--- src/rtl/q_perm_pipe.sv ---
// Multi-lane Twofish q0/q1 byte permutation, two register stages with valid/ready flow control.
// Stage 1 holds the t0/t1 nibbles; stage 2 produces the final permuted byte per lane.
module q_perm_pipe #(
   parameter int LANES = 4,
   parameter int TAG_W = 4,
   parameter int CNT_W = 16
) (
   input  logic                 clk,
   input  logic                 rst_n,
   input  logic                 in_valid,
   output logic                 in_ready,
   input  logic [8*LANES-1:0]   in_data,
   input  logic [LANES-1:0]     in_sel,
   input  logic [TAG_W-1:0]     in_tag,
   output logic                 out_valid,
   input  logic                 out_ready,
   output logic [8*LANES-1:0]   out_data,
   output logic [TAG_W-1:0]     out_tag,
   output logic                 busy,
   output logic [CNT_W-1:0]     beat_cnt
);

   // First index is the q selector: 0 = q0, 1 = q1.
   localparam logic [3:0] T0 [0:1][0:15] = '{
      '{4'h8, 4'h1, 4'h7, 4'hD, 4'h6, 4'hF, 4'h3, 4'h2, 4'h0, 4'hB, 4'h5, 4'h9, 4'hE, 4'hC, 4'hA, 4'h4},
      '{4'h2, 4'h8, 4'hB, 4'hD, 4'hF, 4'h7, 4'h6, 4'hE, 4'h3, 4'h1, 4'h9, 4'h4, 4'h0, 4'hA, 4'hC, 4'h5}};
   localparam logic [3:0] T1 [0:1][0:15] = '{
      '{4'hE, 4'hC, 4'hB, 4'h8, 4'h1, 4'h2, 4'h3, 4'h5, 4'hF, 4'h4, 4'hA, 4'h6, 4'h7, 4'h0, 4'h9, 4'hD},
      '{4'h1, 4'hE, 4'h2, 4'hB, 4'h4, 4'hC, 4'h3, 4'h7, 4'h6, 4'hD, 4'hA, 4'h5, 4'hF, 4'h9, 4'h0, 4'h8}};
   localparam logic [3:0] T2 [0:1][0:15] = '{
      '{4'hB, 4'hA, 4'h5, 4'hE, 4'h6, 4'hD, 4'h9, 4'h0, 4'hC, 4'h8, 4'hF, 4'h3, 4'h2, 4'h4, 4'h7, 4'h1},
      '{4'h4, 4'hC, 4'h7, 4'h5, 4'h1, 4'h6, 4'h9, 4'hA, 4'h0, 4'hE, 4'hD, 4'h8, 4'h2, 4'hB, 4'h3, 4'hF}};
   localparam logic [3:0] T3 [0:1][0:15] = '{
      '{4'hD, 4'h7, 4'hF, 4'h4, 4'h1, 4'h2, 4'h6, 4'hE, 4'h9, 4'hB, 4'h3, 4'h0, 4'h8, 4'h5, 4'hC, 4'hA},
      '{4'hB, 4'h9, 4'h5, 4'h1, 4'hC, 4'h3, 4'hD, 4'hE, 4'h6, 4'h4, 4'h7, 4'hF, 4'h2, 4'h0, 4'h8, 4'hA}};

   // b' = a ^ ROR4(b,1) ^ ((a<<3) mod 16)
   function automatic logic [3:0] mix_b(input logic [3:0] a, input logic [3:0] b);
      return a ^ {b[0], b[3:1]} ^ {a[0], 3'b000};
   endfunction

   logic                 s1_valid;
   logic                 s2_valid;
   logic                 s1_load;
   logic                 s2_load;
   logic [8*LANES-1:0]   s1_data;
   logic [LANES-1:0]     s1_sel;
   logic [TAG_W-1:0]     s1_tag;
   logic [8*LANES-1:0]   s1_next;
   logic [8*LANES-1:0]   s2_next;

   assign s2_load   = s1_valid && (!s2_valid || out_ready);
   assign in_ready  = !s1_valid || s2_load;
   assign s1_load   = in_valid && in_ready;
   assign out_valid = s2_valid;
   assign busy      = s1_valid | s2_valid;

   // NOTE: give every always_comb output a default before the loop so no path leaves it unassigned (no latch).
   always_comb begin
      s1_next = '0;
      s2_next = '0;
      for (int i = 0; i < LANES; i++) begin
         s1_next[8*i+4 +: 4] = T0[in_sel[i]][in_data[8*i+4 +: 4] ^ in_data[8*i +: 4]];
         s1_next[8*i   +: 4] = T1[in_sel[i]][mix_b(in_data[8*i+4 +: 4], in_data[8*i +: 4])];
         s2_next[8*i+4 +: 4] = T3[s1_sel[i]][mix_b(s1_data[8*i+4 +: 4], s1_data[8*i +: 4])];
         s2_next[8*i   +: 4] = T2[s1_sel[i]][s1_data[8*i+4 +: 4] ^ s1_data[8*i +: 4]];
      end
   end

   // NOTE: state registers use non-blocking assignments so every flop samples pre-edge values.
   always_ff @(posedge clk or negedge rst_n) begin
      if (!rst_n) begin
         s1_valid <= 1'b0;
         s2_valid <= 1'b0;
         out_data <= '0;
         out_tag  <= '0;
         beat_cnt <= '0;
      end else begin
         // Whenever stage 1 can take a beat it is either empty or draining into stage 2.
         if (in_ready)
            s1_valid <= in_valid;
         if (s2_load)
            s2_valid <= 1'b1;
         else if (out_ready)
            s2_valid <= 1'b0;
         if (s2_load) begin
            out_data <= s2_next;
            out_tag  <= s1_tag;
         end
         if (s2_valid && out_ready)
            beat_cnt <= beat_cnt + CNT_W'(1);
      end
   end

   // NOTE: stage-1 payload is qualified by s1_valid, so it carries no reset.
   always_ff @(posedge clk) begin
      if (s1_load) begin
         s1_data <= s1_next;
         s1_sel  <= in_sel;
         s1_tag  <= in_tag;
      end
   end

endmodule

--- config.mk ---
export PLATFORM = sky130hd
export DESIGN_NAME = q_perm_pipe
export DESIGN_NICKNAME = d
export VERILOG_FILES = /design/src/rtl/q_perm_pipe.sv
export SDC_FILE = /design/constraint.sdc
export NUM_CORES = 1
export LEC_CHECK = 0
export CAP_MARGIN = 20
export CORE_MARGIN = 4
export CORE_UTILIZATION = 44
export CTS_BUF_LIST = sky130_fd_sc_hd__clkbuf_8
export CTS_CLUSTER_DIAMETER = 80
export DETAILED_ROUTE_END_ITERATION = 10
export PLACE_DENSITY = 0.7
export SYNTH_ARGS = -nofsm -noshare
export SYNTH_HDL_FRONTEND = slang
export SYNTH_SLANG_ARGS = --single-unit
--- constraint.sdc ---
create_clock -name clk -period 4.6 [get_ports clk]
set_input_delay 0.46 -clock clk [delete_from_list [all_inputs] [get_ports clk]]
set_output_delay 0.46 -clock clk [all_outputs]
set_load 0.03 [all_outputs]
# Word-level counts from Yosys, hierarchy flattened
# Index checks and enable logic that the tools add are counted.
dict set report word_totals {
  out_inout_bits 55
  inputBits 44
  elab_cells 188
  register_bits 94
}
dict set report op_classes {
  magnitude_cmp 24
  bitwise_logic 49
  n_mux 98
  add_sub_neg 1
  reduce_logical 8
}
# operator n
set ops {}
lappend ops {{64-bit two-way mux} 44}
lappend ops {{4-bit binary-select mux with 4-bit select} 16}
lappend ops {{63-bit two-way mux} 4}
lappend ops {{4-bit two-way mux} 32}
lappend ops {{4-bit bitwise XOR} 24}
lappend ops {{5-bit >= comparator (second input constant)} 16}
lappend ops {{4-bit inverter with 5-bit output} 16}
lappend ops {{16-bit by 1-bit adder with 16-bit output (second input constant)} 1}
lappend ops {{2-bit >= comparator (second input constant)} 8}
lappend ops {{1-bit inverter with 2-bit output} 8}
lappend ops {{1-bit logical AND} 3}
lappend ops {{1-bit zero test} 2}
lappend ops {{1-bit logical OR} 2}
lappend ops {{1-bit two-way mux} 2}
lappend ops {{2-bit nonzero test} 1}
lappend ops {{1-bit OR} 1}

# Longest topological paths before layout
dict set report logic_depth {
  word_depth 7
  depth_mapped 8
  ltp_nobuf 7
}

# Least setup slack after synthesis
# No wires, ideal clock.
dict set report synth_timing {
  path_type {reg-to-reg}
  startpoint {reg s2_valid, in the netlist out_valid}
  endpoint {reg s1_data[0], enable pin}
  required_ps 4199
  synth_period_minus_slack_ps 2324
  arrival_ps 1923
  n_path_buf 0
  setup_ps 401
  slack_ps 2276
  stages_incl_launch_ff 3
  path_cell_list {dfrtp_1 -> nand3b_1 -> and2_1}
}
dict set report synth_via {
  elab_chain_cells 5
}
# item line_no
set synth_lines {}
lappend synth_lines {{start: declaration} 43} ;# logic s2_valid;
lappend synth_lines {{start signal: assignment} 74} ;# s2_valid <= 1'b0;
lappend synth_lines {{start signal: assignment} 83} ;# s2_valid <= 1'b1;
lappend synth_lines {{start signal: assignment} 85} ;# s2_valid <= 1'b0;
lappend synth_lines {{1-bit zero test} 52} ;# assign s2_load = s1_valid && (!s2_valid || out_ready);
lappend synth_lines {{1-bit logical OR} 52}
lappend synth_lines {{1-bit logical AND} 52}
lappend synth_lines {{1-bit logical OR} 53} ;# assign in_ready = !s1_valid || s2_load;
lappend synth_lines {{named net in_ready} 11} ;# output logic in_ready,
lappend synth_lines {{1-bit logical AND} 54} ;# assign s1_load = in_valid && in_ready;
lappend synth_lines {{named net s1_load} 44} ;# logic s1_load;
lappend synth_lines {{end signal: assignment} 98} ;# s1_data <= s1_next;
lappend synth_lines {{end: declaration} 46} ;# logic [8*LANES-1:0] s1_data;
# The timed path passes the listed nets, and every way through them passes these cells.
# A chain may end at the register's enable or synchronous reset.

# Worst setup path after layout
dict set report layout_timing {
  startpoint {in in_sel[1]}
  endpoint {reg s1_data[15] (data pin)}
}
dict set report layout_via {
  elab_chain_cells 7
}
# item line_no
set layout_lines {}
lappend layout_lines {{start: declaration} 13} ;# input logic [LANES-1:0] in_sel,
lappend layout_lines {{1-bit inverter with 2-bit output (not written as such)} 63} ;# s1_next[8*i+4 +: 4] = T0[in_sel[i]][in_data[8*i+4 +: 4] ^ in_data[8*i +: 4]];
lappend layout_lines {{64-bit two-way mux (not written as such) (3 in a row)} 63}
lappend layout_lines {{4-bit binary-select mux with 4-bit select} 63}
lappend layout_lines {{4-bit two-way mux (not written as such) (2 in a row)} 63}
lappend layout_lines {{named net s1_next[15]} 49} ;# logic [8*LANES-1:0] s1_next;
# The timed path passes the listed nets, and every way through them passes these cells. The select of a mux whose other input is x is not followed.

==> impl_results.md <==
- Synthesized Nets: 1003
- Leak Pwr: 0.00368 uW
- HPWL Detailed: 13200 um
- Number of buffers created by CTS: 9
- Yosys warnings: 0
- Count of TritonRoute iterations in the first routing pass: 5
- Detailed-route wire length: 17900 um
- Syn avg cell area: 8.88 um^2
- Final hold vios: 0
- Number of hold-repair buffers added at the cts stage: 0
- Overall track demand over capacity in global routing: 17.2%
- Number of fill cells in the layout: 1654
- Final estimated routing congestion in global placement: 0.854
- Top flip-flop cell by instance count after synthesis: dfrtp_1
- Final Max Tran Viols: 0
- Post-route design area: 9430 um^2
- Ratio of final minimum period to clock period: 55.1%
- Cell at the root of the clock tree: clkbuf_8
- Top cell type by total area after synthesis: dfrtp_1
- Synthesized instance count: 911
- Growth of design area from synthesis to finish: 16.5%
- Fraction of layout cells with a size suffix above 1: 5.92%
- Required time of the critical path: 4720 ps
- Clock tree from TritonCTS: built
- Number of top-level design ports: 99
- Critical Path Sink Type: flop
- Final net count: 1083
- Maximum clock frequency: 0.395 GHz
- Worst hold path class: in2async
- Die Y: 144 um
- Post-route clock skew: 10.8 ps
- Setup repair bufs after CTS: 0
- Shortest clock period the worst path allows after layout: 2530 ps
- Vias after detailed routing: 6944
- Clk Latency, worst-skew pair: 380 ps
- Rows: 49
- Wire length per cell after detailed routing: 14.6 um
- Synth top area cells: dfrtp_1 (17%), edfxtp_1 (15%), ha_1 (7.4%)
- First DRT Iteration DRCs: 535
- Number of clock sinks: 94
- Total gr overflow: 0
- Transition time at the pin with the least slew margin: 1050 ps
- Final-layout worst hold slack: 199 ps
- Yosys reg bits: 94
- Portion of synthesized cell area occupied by the leading cell type: 16.7%
- Port Buffer Count: 98
- Effective utilization at floorplan: 44.9%
- Classification of the worst setup path: in2reg
- Clock Tree Buf Depth: 2
- Largest incremental delay on the critical path: 860 ps
- Via count normalized by instance count: 5.67
- Launching element type of the critical path: input pin
- Pin count of the biggest net entering global routing: 55
- Number of enable-type register cells in the synthesized netlist: 40
- Worst-case vdd ir drop: 0.298 mV
- Area inside the core boundary: 18000 um^2
- Cell at the slowest stage of the critical path: clkdlybuf4s50_1
- Relative slew margins: 29.7%
- Post-synthesis cell type count: 71
- Proportion of register bits with asynchronous set or reset after synthesis: 57.4%
- CP Cell Sequence: clkdlybuf4s50_1 > inv_1 > ha_1 > xor2_1 > mux4_2
- Initial antenna violation count: 0
- Run status: complete, no violations
- Post-route DRC: 0
- Setup Total Neg Slack: 0 ps
- Unrepaired setup endpoints after global routing: false
- Final Power: 3930 uW
- Power per standard cell area: 417 nW/um^2
- First-pass GRT wire length: 29600 um
- Horizontal extent of the die: 144 um
- Die Outline Area: 20600 um^2
- Antenna Diode Count: 0
- Worst endpoint data arrival time: 2660 ps
- Number of levels the H-tree was split into: 3
- Max-cap violations: 0
- Placed cell areas: 9240 um^2
- Post-synthesis cell area: 8090 um^2
- CP Max Fanout: 19
- Cells resized by post-CTS repair: 0
- Via count of the first global-routing pass: 6230
- Sequential-to-total area share from yosys stat: 31.5%
- Count of endpoints failing setup in the final report: 0
- Count of nets left with antenna violations after detail routing: 0
- Clk pin slew, worst setup/hold paths: 90 ps
[sequential cells by signal, summed over array words and instances, names as in the netlist]
register,count
out_valid,1
beat_cnt,16
s1_data,32
s1_tag,4
s1_sel,4
s1_valid,1
out_data,32
out_tag,4
[cell usage after synthesis (17+ instances only)]
| master | number |
|---|---|
| nor3_1 | 26 |
| dfrtp_1 | 54 |
| nand2_1 | 102 |
| a21oi_1 | 83 |
| nand3_1 | 40 |
| xnor2_1 | 57 |
| o211ai_1 | 20 |
| edfxtp_1 | 40 |
| inv_1 | 17 |
| xor2_1 | 53 |
| ha_1 | 48 |
| clkbuf_1 | 20 |
| o21ai_0 | 87 |
| nor2_1 | 65 |
[per-stage QoR]
stage	setup WS, ps	instances	util [%]
floorplan	2280	911	-
detailed placement	1690	1209	51.2
finish	2070	1225	52.3
CTS	2110	1225	52.3
global route	2000	1225	52.3
global placement	1730	1209	51.2
[cells in the final DEF (no fill, tap or decap), types with 10 or more instances in the layout]
cell,count
mux2i_1,10
clkbuf_8,10
dfrtp_1,54
nand3_1,40
xnor2_1,57
o21ai_1,12
o221ai_1,12
nand2_1,101
o211ai_1,20
nor2_1,65
a21oi_1,83
clkdlybuf4s50_1,97
nor3_1,26
xor2_1,53
edfxtp_1,40
inv_1,18
xor2_2,11
a31oi_1,11
a211oi_1,15
o21ai_0,87
ha_1,48
[kinds of logic after synthesis]
logic type      share of synthesized area, %
xor+xnor                                18.5
fa+ha+maj                               7.42
buf+inv                                 2.74
mux                                     3.19
simple gates                            14.0
flops                                   31.5
compound gates                          22.6
[metal layers]
layer | part of all wire [%] | vias up | GRT usage, %
met5 | 0 | - | 0
met1 | 45 | 3246 | 22.5
met3 | 5.0 | 21 | 2.33
met2 | 49 | 182 | 29.5
li1 | - | 3495 | -
met4 | 1.8 | 0 | 5.75
[path summary, 6_finish.rpt]
kind                                startpoint                        to  slack [ps]  cells past startpoint
max                                  in_sel[1]     s1_data[15]$_DFFE_PP_        2070                      5
min reg2reg                s1_tag[1]$_DFFE_PP_    out_tag[1]$_DFFE_PN0P_         440                      2
max reg2reg                s1_sel[0]$_DFFE_PP_   out_data[1]$_DFFE_PN0P_        2360                      6
min in group clk           s1_tag[1]$_DFFE_PP_    out_tag[1]$_DFFE_PN0P_         440                      2
max in group asynchronous                rst_n   out_data[7]$_DFFE_PN0P_        3930                      2
min                                      rst_n  out_data[16]$_DFFE_PN0P_         200                      2
[power by group]
part,switching [uW],internal (uW)
Clock,294,260
Combinational,1220,878
Sequential,186,1100
[critical path, delay by kind of cell]
family,cells,cell delay (ps)
mux,1,490
fa+ha+maj,1,420
xor+xnor,1,180
buf+inv,2,1100
[cell type report]
cell class	count	area, um^2	area share, %
clock inverters	6	52.6	0.557
multi-input cells	764	5320	56.4
repair buffers	101	998	10.6
clock buffers	10	138	1.46
inverters	21	78.8	0.836
well taps	229	287	3.04
flip-flops and latches	94	2550	27.1
No activity file was read; power rests on OpenSTA's default activity.
